`config.mk`:
```
export PLATFORM = sky130hd
export DESIGN_NAME = vslc_spi_target
export DESIGN_NICKNAME = d
export VERILOG_FILES = /design/src/rtl/vslc_spi_pkg.sv /design/src/rtl/vslc_sync_edge.sv /design/src/rtl/vslc_spi_target.sv
export SDC_FILE = /design/constraint.sdc
export NUM_CORES = 1
export LEC_CHECK = 0
export CAP_MARGIN = 25
export CORE_UTILIZATION = 67
export DETAILED_ROUTE_END_ITERATION = 6
export DONT_BUFFER_PORTS = 1
export MAX_ROUTING_LAYER = met4
export PLACE_DENSITY = 0.79
export SYNTH_ARGS = -nofsm -noshare
export SYNTH_HDL_FRONTEND = slang
export SYNTH_SLANG_ARGS = --single-unit
```
`constraint.sdc`:
```
create_clock -name clk -period 4.4 [get_ports clk]
set_input_delay 0.66 -clock clk [delete_from_list [all_inputs] [get_ports clk]]
set_output_delay 0.66 -clock clk [all_outputs]
set_load 0.02 [all_outputs]
```
`src/rtl/vslc_spi_pkg.sv`:
```
// Shared opcodes, state encodings and command decode for the VSLC SPI target.
package vslc_spi_pkg;

   localparam logic [7:0] CMD_READ  = 8'h03;
   localparam logic [7:0] CMD_WRITE = 8'h02;
   localparam logic [7:0] CMD_RDSR  = 8'h05;

   localparam logic [2:0] ST_IDLE    = 3'd0;
   localparam logic [2:0] ST_CMD     = 3'd1;
   localparam logic [2:0] ST_ADDR_RD = 3'd2;
   localparam logic [2:0] ST_ADDR_WR = 3'd3;
   localparam logic [2:0] ST_DATA_RD = 3'd4;
   localparam logic [2:0] ST_DATA_WR = 3'd5;
   localparam logic [2:0] ST_STATUS  = 3'd6;
   localparam logic [2:0] ST_IGNORE  = 3'd7;

   // Maps a received command byte to the state that serves it.
   function automatic logic [2:0] decode_cmd(input logic [7:0] op);
      logic [2:0] nxt;
      case (op)
         CMD_READ:  nxt = ST_ADDR_RD;
         CMD_WRITE: nxt = ST_ADDR_WR;
         CMD_RDSR:  nxt = ST_STATUS;
         default:   nxt = ST_IGNORE;
      endcase
      return nxt;
   endfunction

endpackage

```
`src/rtl/vslc_sync_edge.sv`:
```
// Multi-flop synchronizer for an asynchronous input, with one-clk rise/fall pulses
// derived from the synchronized level.
module vslc_sync_edge #(
   parameter int   STAGES    = 2,
   parameter logic RESET_VAL = 1'b0
) (
   input  logic clk,
   input  logic rst_n,
   input  logic din,
   output logic q,
   output logic rise,
   output logic fall
);

   logic [STAGES-1:0] chain;
   logic              prev;

   always_ff @(posedge clk or negedge rst_n) begin
      if (!rst_n) begin
         chain <= {STAGES{RESET_VAL}};
         prev  <= RESET_VAL;
      end else begin
         chain <= {chain[STAGES-2:0], din};
         prev  <= chain[STAGES-1];
      end
   end

   assign q    = chain[STAGES-1];
   assign rise = q & ~prev;
   assign fall = ~q & prev;

endmodule

```
`src/rtl/vslc_spi_target.sv`:
```
// SPI mode-0 target serving READ/WRITE/RDSR against the core's byte-addressed
// storage, oversampled from the system clock.
module vslc_spi_target
   import vslc_spi_pkg::*;
#(
   parameter int ADDR_W      = 8,
   parameter int SYNC_STAGES = 2
) (
   input  logic              clk,
   input  logic              rst_n,
   input  logic              spi_cs_n,
   input  logic              spi_sck,
   input  logic              spi_mosi,
   output logic              spi_miso,
   output logic              spi_miso_oe,
   output logic [ADDR_W-1:0] rd_addr,
   input  logic [7:0]        rd_data,
   input  logic [7:0]        status_in,
   output logic              wr_en,
   output logic [ADDR_W-1:0] wr_addr,
   output logic [7:0]        wr_data,
   output logic              addr_strobe,
   output logic              busy
);

   logic sck_level_unused, sck_rise, sck_fall;
   logic cs_level_unused, cs_rise, cs_fall;
   logic mosi_s, mosi_unused_rise, mosi_unused_fall;

   vslc_sync_edge #(.STAGES(SYNC_STAGES), .RESET_VAL(1'b0)) u_sync_sck (
      .clk(clk), .rst_n(rst_n), .din(spi_sck),
      .q(sck_level_unused), .rise(sck_rise), .fall(sck_fall)
   );

   vslc_sync_edge #(.STAGES(SYNC_STAGES), .RESET_VAL(1'b1)) u_sync_cs (
      .clk(clk), .rst_n(rst_n), .din(spi_cs_n),
      .q(cs_level_unused), .rise(cs_rise), .fall(cs_fall)
   );

   vslc_sync_edge #(.STAGES(SYNC_STAGES), .RESET_VAL(1'b0)) u_sync_mosi (
      .clk(clk), .rst_n(rst_n), .din(spi_mosi),
      .q(mosi_s), .rise(mosi_unused_rise), .fall(mosi_unused_fall)
   );

   logic [2:0]        state;
   logic [2:0]        bit_cnt;
   logic [7:0]        rx;
   logic [7:0]        tx;
   logic [7:0]        rd_capture;
   logic [ADDR_W-1:0] addr;
   logic              load_pending;
   logic [7:0]        rx_next;
   logic              byte_done;

   assign rx_next   = {rx[6:0], mosi_s};
   assign byte_done = (state != ST_IDLE) && sck_rise && (bit_cnt == 3'd7);

   // A completed byte is acted on before a coincident CS rise returns the FSM
   // to IDLE, so a final write that lands with deselect is still committed.
   always_ff @(posedge clk or negedge rst_n) begin
      if (!rst_n) begin
         state        <= ST_IDLE;
         bit_cnt      <= 3'd0;
         rx           <= 8'h00;
         tx           <= 8'h00;
         rd_capture   <= 8'h00;
         addr         <= '0;
         load_pending <= 1'b0;
         spi_miso_oe  <= 1'b0;
         rd_addr      <= '0;
         wr_en        <= 1'b0;
         wr_addr      <= '0;
         wr_data      <= 8'h00;
         addr_strobe  <= 1'b0;
      end else begin
         wr_en       <= 1'b0;
         addr_strobe <= 1'b0;
         rd_capture  <= rd_data;

         if (state == ST_IDLE) begin
            bit_cnt      <= 3'd0;
            load_pending <= 1'b0;
            if (cs_fall) begin
               state <= ST_CMD;
            end
         end else begin
            if (sck_rise) begin
               rx      <= rx_next;
               bit_cnt <= bit_cnt + 3'd1;
            end

            if (byte_done) begin
               load_pending <= 1'b1;
               case (state)
                  ST_CMD: state <= decode_cmd(rx_next);
                  ST_ADDR_RD, ST_ADDR_WR: begin
                     addr        <= rx_next[ADDR_W-1:0];
                     rd_addr     <= rx_next[ADDR_W-1:0];
                     addr_strobe <= 1'b1;
                     state       <= (state == ST_ADDR_RD) ? ST_DATA_RD : ST_DATA_WR;
                  end
                  ST_DATA_RD: begin
                     addr    <= addr + ADDR_W'(1);
                     rd_addr <= addr + ADDR_W'(1);
                  end
                  ST_DATA_WR: begin
                     wr_en   <= 1'b1;
                     wr_addr <= addr;
                     wr_data <= rx_next;
                     addr    <= addr + ADDR_W'(1);
                  end
                  default: ;
               endcase
            end

            // tx only ever holds non-zero data in the two states that answer
            // the host, so shifting zeros keeps MISO low everywhere else.
            if (sck_fall) begin
               load_pending <= 1'b0;
               if (load_pending && state == ST_DATA_RD) begin
                  tx          <= rd_capture;
                  spi_miso_oe <= 1'b1;
               end else if (load_pending && state == ST_STATUS) begin
                  tx          <= status_in;
                  spi_miso_oe <= 1'b1;
               end else begin
                  tx <= {tx[6:0], 1'b0};
               end
            end

            if (cs_rise) begin
               state        <= ST_IDLE;
               bit_cnt      <= 3'd0;
               tx           <= 8'h00;
               spi_miso_oe  <= 1'b0;
               load_pending <= 1'b0;
            end
         end
      end
   end

   assign spi_miso = tx[7];
   assign busy     = (state != ST_IDLE);

endmodule

```
==> metrics list <==
* Result of the run: completed
* Largest fanout on the critical path: 23
- Port buffer count: 0
- Cell with the biggest individual delay on the critical path: or3_1
- Total via count in the routed design: 2,221
- Measured along the y axis, the die boundary spans 72.12 um.
- Data on the critical path arrives at its endpoint at 1.72 ns.
* Antenna violations before repair: 0
- # rows: 25
- Endpoint kind of the worst setup timing path: primary output
* Maximum number of pins on one net before global-route repair: 71
- Total routing resource utilization after global routing: 0.2802
- Number of sinks handled by clock tree synthesis: 73
* Cell Chain, Critical Path: or3_1
* Total congestion overflow: 0
- The setup path with the least slack is of type reg -> out.
- PostCTS Resize Cnt: 0
- Among all cell types in the netlist, the one instantiated most often is dfrtp_1.
- Number of buffers created by CTS: 9
- Slew at the pin closest to its max-slew limit: 0.6642 ns
- Die boundary width: 72.12 um
- In this run, the number of DRC markers left after iteration 0 of detailed routing was 234.
* Average detailed-routed wire length per instance: 17.67 um
- The share of the Yosys chip area taken by registers is 0.5556.
- The number of global-route vias before repair is 2,139.
- VDD sags by at most 0.3738 mV.
- Top cells by instance count after synthesis: dfrtp_1, nand2_1, nor2_1
- Min-Delay Path Class: in -> async
* Syn Nets: 311
* Switch Pwr: 0.6300 mW
* Switching part of the total: 0.3408
- TritonCTS built the clock tree.
* Clock latency on the worst-skew pair: 0.35 ns
- Number of storage elements in the synthesis netlist: 73
- Hold_ws: 0.1405 ns
- The largest total area in the synthesized netlist belongs to dfrtp_1.
* Shortest period the worst path allows: 2.377 ns
- Worst rel slew slack: 0.5572
- Of the total power, registers draw 0.466.
- Crit path required time: 3.74 ns
* Post-route core utilization: 0.7523
- Startpoint class of the critical path: register
- In the synthesized netlist, the number of instances is 287.
* DRC violations left: 0
- Clock tree synthesis selected as its root buffer the cell clkbuf_8.
- The share of total power dissipated in the clock network is 0.279.
- Final-report hold violation count: 0
- The die covers 0.005201 mm2.
- Wire length of the first global-routing pass: 10.34 mm
- Number of iterations in the first detailed-routing pass: 4
* Number of enable-type register cells in the synthesized netlist: 0
* Share of the clock period used by the worst path: 0.5402
* Number of placed I/O pins: 50
- Layout Skew: 0.006610 ns
- HPWL Detailed: 4.116 mm
* Most used flip-flop cell after synthesis: dfrtp_1
* Setup repair after global routing missed its margin: no
* Fraction of registers with async set/reset: 1.000
* Number of warnings printed during yosys synthesis: 0
* Starting Density: 0.6975
- Ratio of routed vias to standard cells: 6.187
- Deepest clock path buffer count: 2
* Clock slew at the register clock pins of the worst setup and hold paths: 0.07 ns
- A synthesized cell averages 11.48 um2.
* Hold-fix buffers, CTS: 1
* Timing-limited maximum frequency: 420.7 MHz
* MaxCap Viol Count: 0
- Antenna viol nets, final: 0
- Internal portion of total power: 1.219 mW
- The count of final max-slew check failures came to 0.
* Distinct cell type count after synthesis: 57
- Synth Cell Area: 0.003294 mm2
* Top delay family on crit path: simple AND/OR/NAND/NOR gates
- Final net count: 311
* Final setup fails: 0
- Overall Power: 1.849 mW
* Cell area power density: 520.3 mW/mm2
* # H-tree levels: 3
- Count of buffer and inverter cells on the critical path: 0
- Of the total power, combinational logic draws 0.255.
- Of the post-synthesis cell area, the dominant cell type holds 0.5317.
- After detailed routing, the total wire length is 6.342 mm.
* Total setup buffers inserted after CTS: 0
- By area the synthesized netlist is led by dfrtp_1, mux2_2, mux2i_1.
- Layout overhead on the synthesized area: 7.862%
* Antenna diode count: 0
- Placeable core region: 0.004723 mm2
- Largest stage delay, worst path: 0.73 ns
- Fraction of layout instances using a drive strength above 1: 0.1781
- Setup tns final: 0 ns
- The analysis attributes to cell leakage a power of 1.597 nW.
- Routability-driven placement finished with a final weighted congestion of 0.8751.
## worst paths after layout
kind                                  endpoint           startpoint  slack [ns]  depth (start not counted)
setup reg to reg                    wr_data[7]           bit_cnt[0]        2.15                          6
hold reg to reg            u_sync_sck.chain[1]  u_sync_sck.chain[0]        0.35                          0
hold / removal              u_sync_cs.chain[1]                rst_n        0.14                          0
min in group clk            u_sync_cs.chain[0]             spi_cs_n        0.30                          0
max in group asynchronous              addr[3]                rst_n        3.95                          1
setup / recovery                          busy             state[2]        2.02                          1
## layout make-up
type                    instances  area, um2
clock buffers                  11      141.4
inverters                       4      15.01
clock inverters                 5      55.05
fillers                       314       1170
flip-flops and latches         73       1831
well taps                      67      83.83
repair buffers                  2      55.05
multi-input cells             197       1373
## power by group through the flow
stage	Sequential (mW)	Combinational [mW]	Clock, mW
4_1_cts	0.893	0.403	0.531
3_3_place_gp	0.904	0.375	0
3_5_place_dp	0.907	0.386	0
2_1_floorplan	0.808	0.406	0
5_1_grt	0.872	0.513	0.551
6_report	0.861	0.472	0.516
## kinds of logic after synthesis
group | count (synthesis) | synth area share
buffers and inverters | 17 | 0.02772
AND/OR/NAND/NOR | 84 | 0.1333
flip-flops | 73 | 0.5556
XOR/XNOR | 8 | 0.02127
multiplexers | 34 | 0.1132
AO/OA/AOI/OAI | 68 | 0.1375
adder cells (fa/ha/maj) | 3 | 0.01140
## flip-flops by register name, summed over array words and instances, names as in the netlist, 2 cells and up
register	count
addr	8
rd_addr	8
rd_capture	8
tx	8
wr_addr	8
wr_data	8
rx	7
bit_cnt	3
state	3
u_sync_cs.chain	2
u_sync_mosi.chain	2
u_sync_sck.chain	2
## cell usage in the layout (no fill, tap or decap), types with 2 or more instances in the layout
cell type   instances
dfrtp_1            70
nand2_1            25
nor2_1             25
mux2_2             22
o21ai_0            18
a21oi_1            15
mux2i_1            11
clkbuf_8           10
nand3_1             8
xnor2_1             6
o211ai_1            6
nor3_1              4
o22ai_1             4
nor2b_1             3
inv_1               3
and3_1              3
a31oi_1             3
o22a_1              3
ha_1                3
dfstp_2             3
nand3b_1            2
xor2_1              2
nand2b_1            2
o21ai_2             2
o31ai_1             2
a2bb2oi_1           2
clkinv_2            2
clkinvlp_4          2
buf_16              2
## worst reg2reg max path, stage by stage, from the launching register on
cell     delay, ns
dfrtp_1       0.37
ha_1          0.16
ha_1          0.17
and3b_1       0.49
nand2_2       0.24
nor2_8        0.33
mux2_2        0.39
## stage by stage
stage | std cells | setup slack (ns) | cell area [um2]
2_1_floorplan | 287 | 2.658 | 3294
3_3_place_gp | 341 | 2.034 | 3302
3_5_place_dp | 341 | 1.999 | 3302
4_1_cts | 358 | 1.715 | 3526
5_1_grt | 359 | 1.946 | 3553
6_report | 359 | 2.023 | 3553
## layer usage
metal,global-route usage,share of wire
met2,0.4424,0.51
met5,-,0
met4,0.1547,0.024
met3,0.06389,0.059
met1,0.3343,0.41
(Power assumes the default switching activity.)
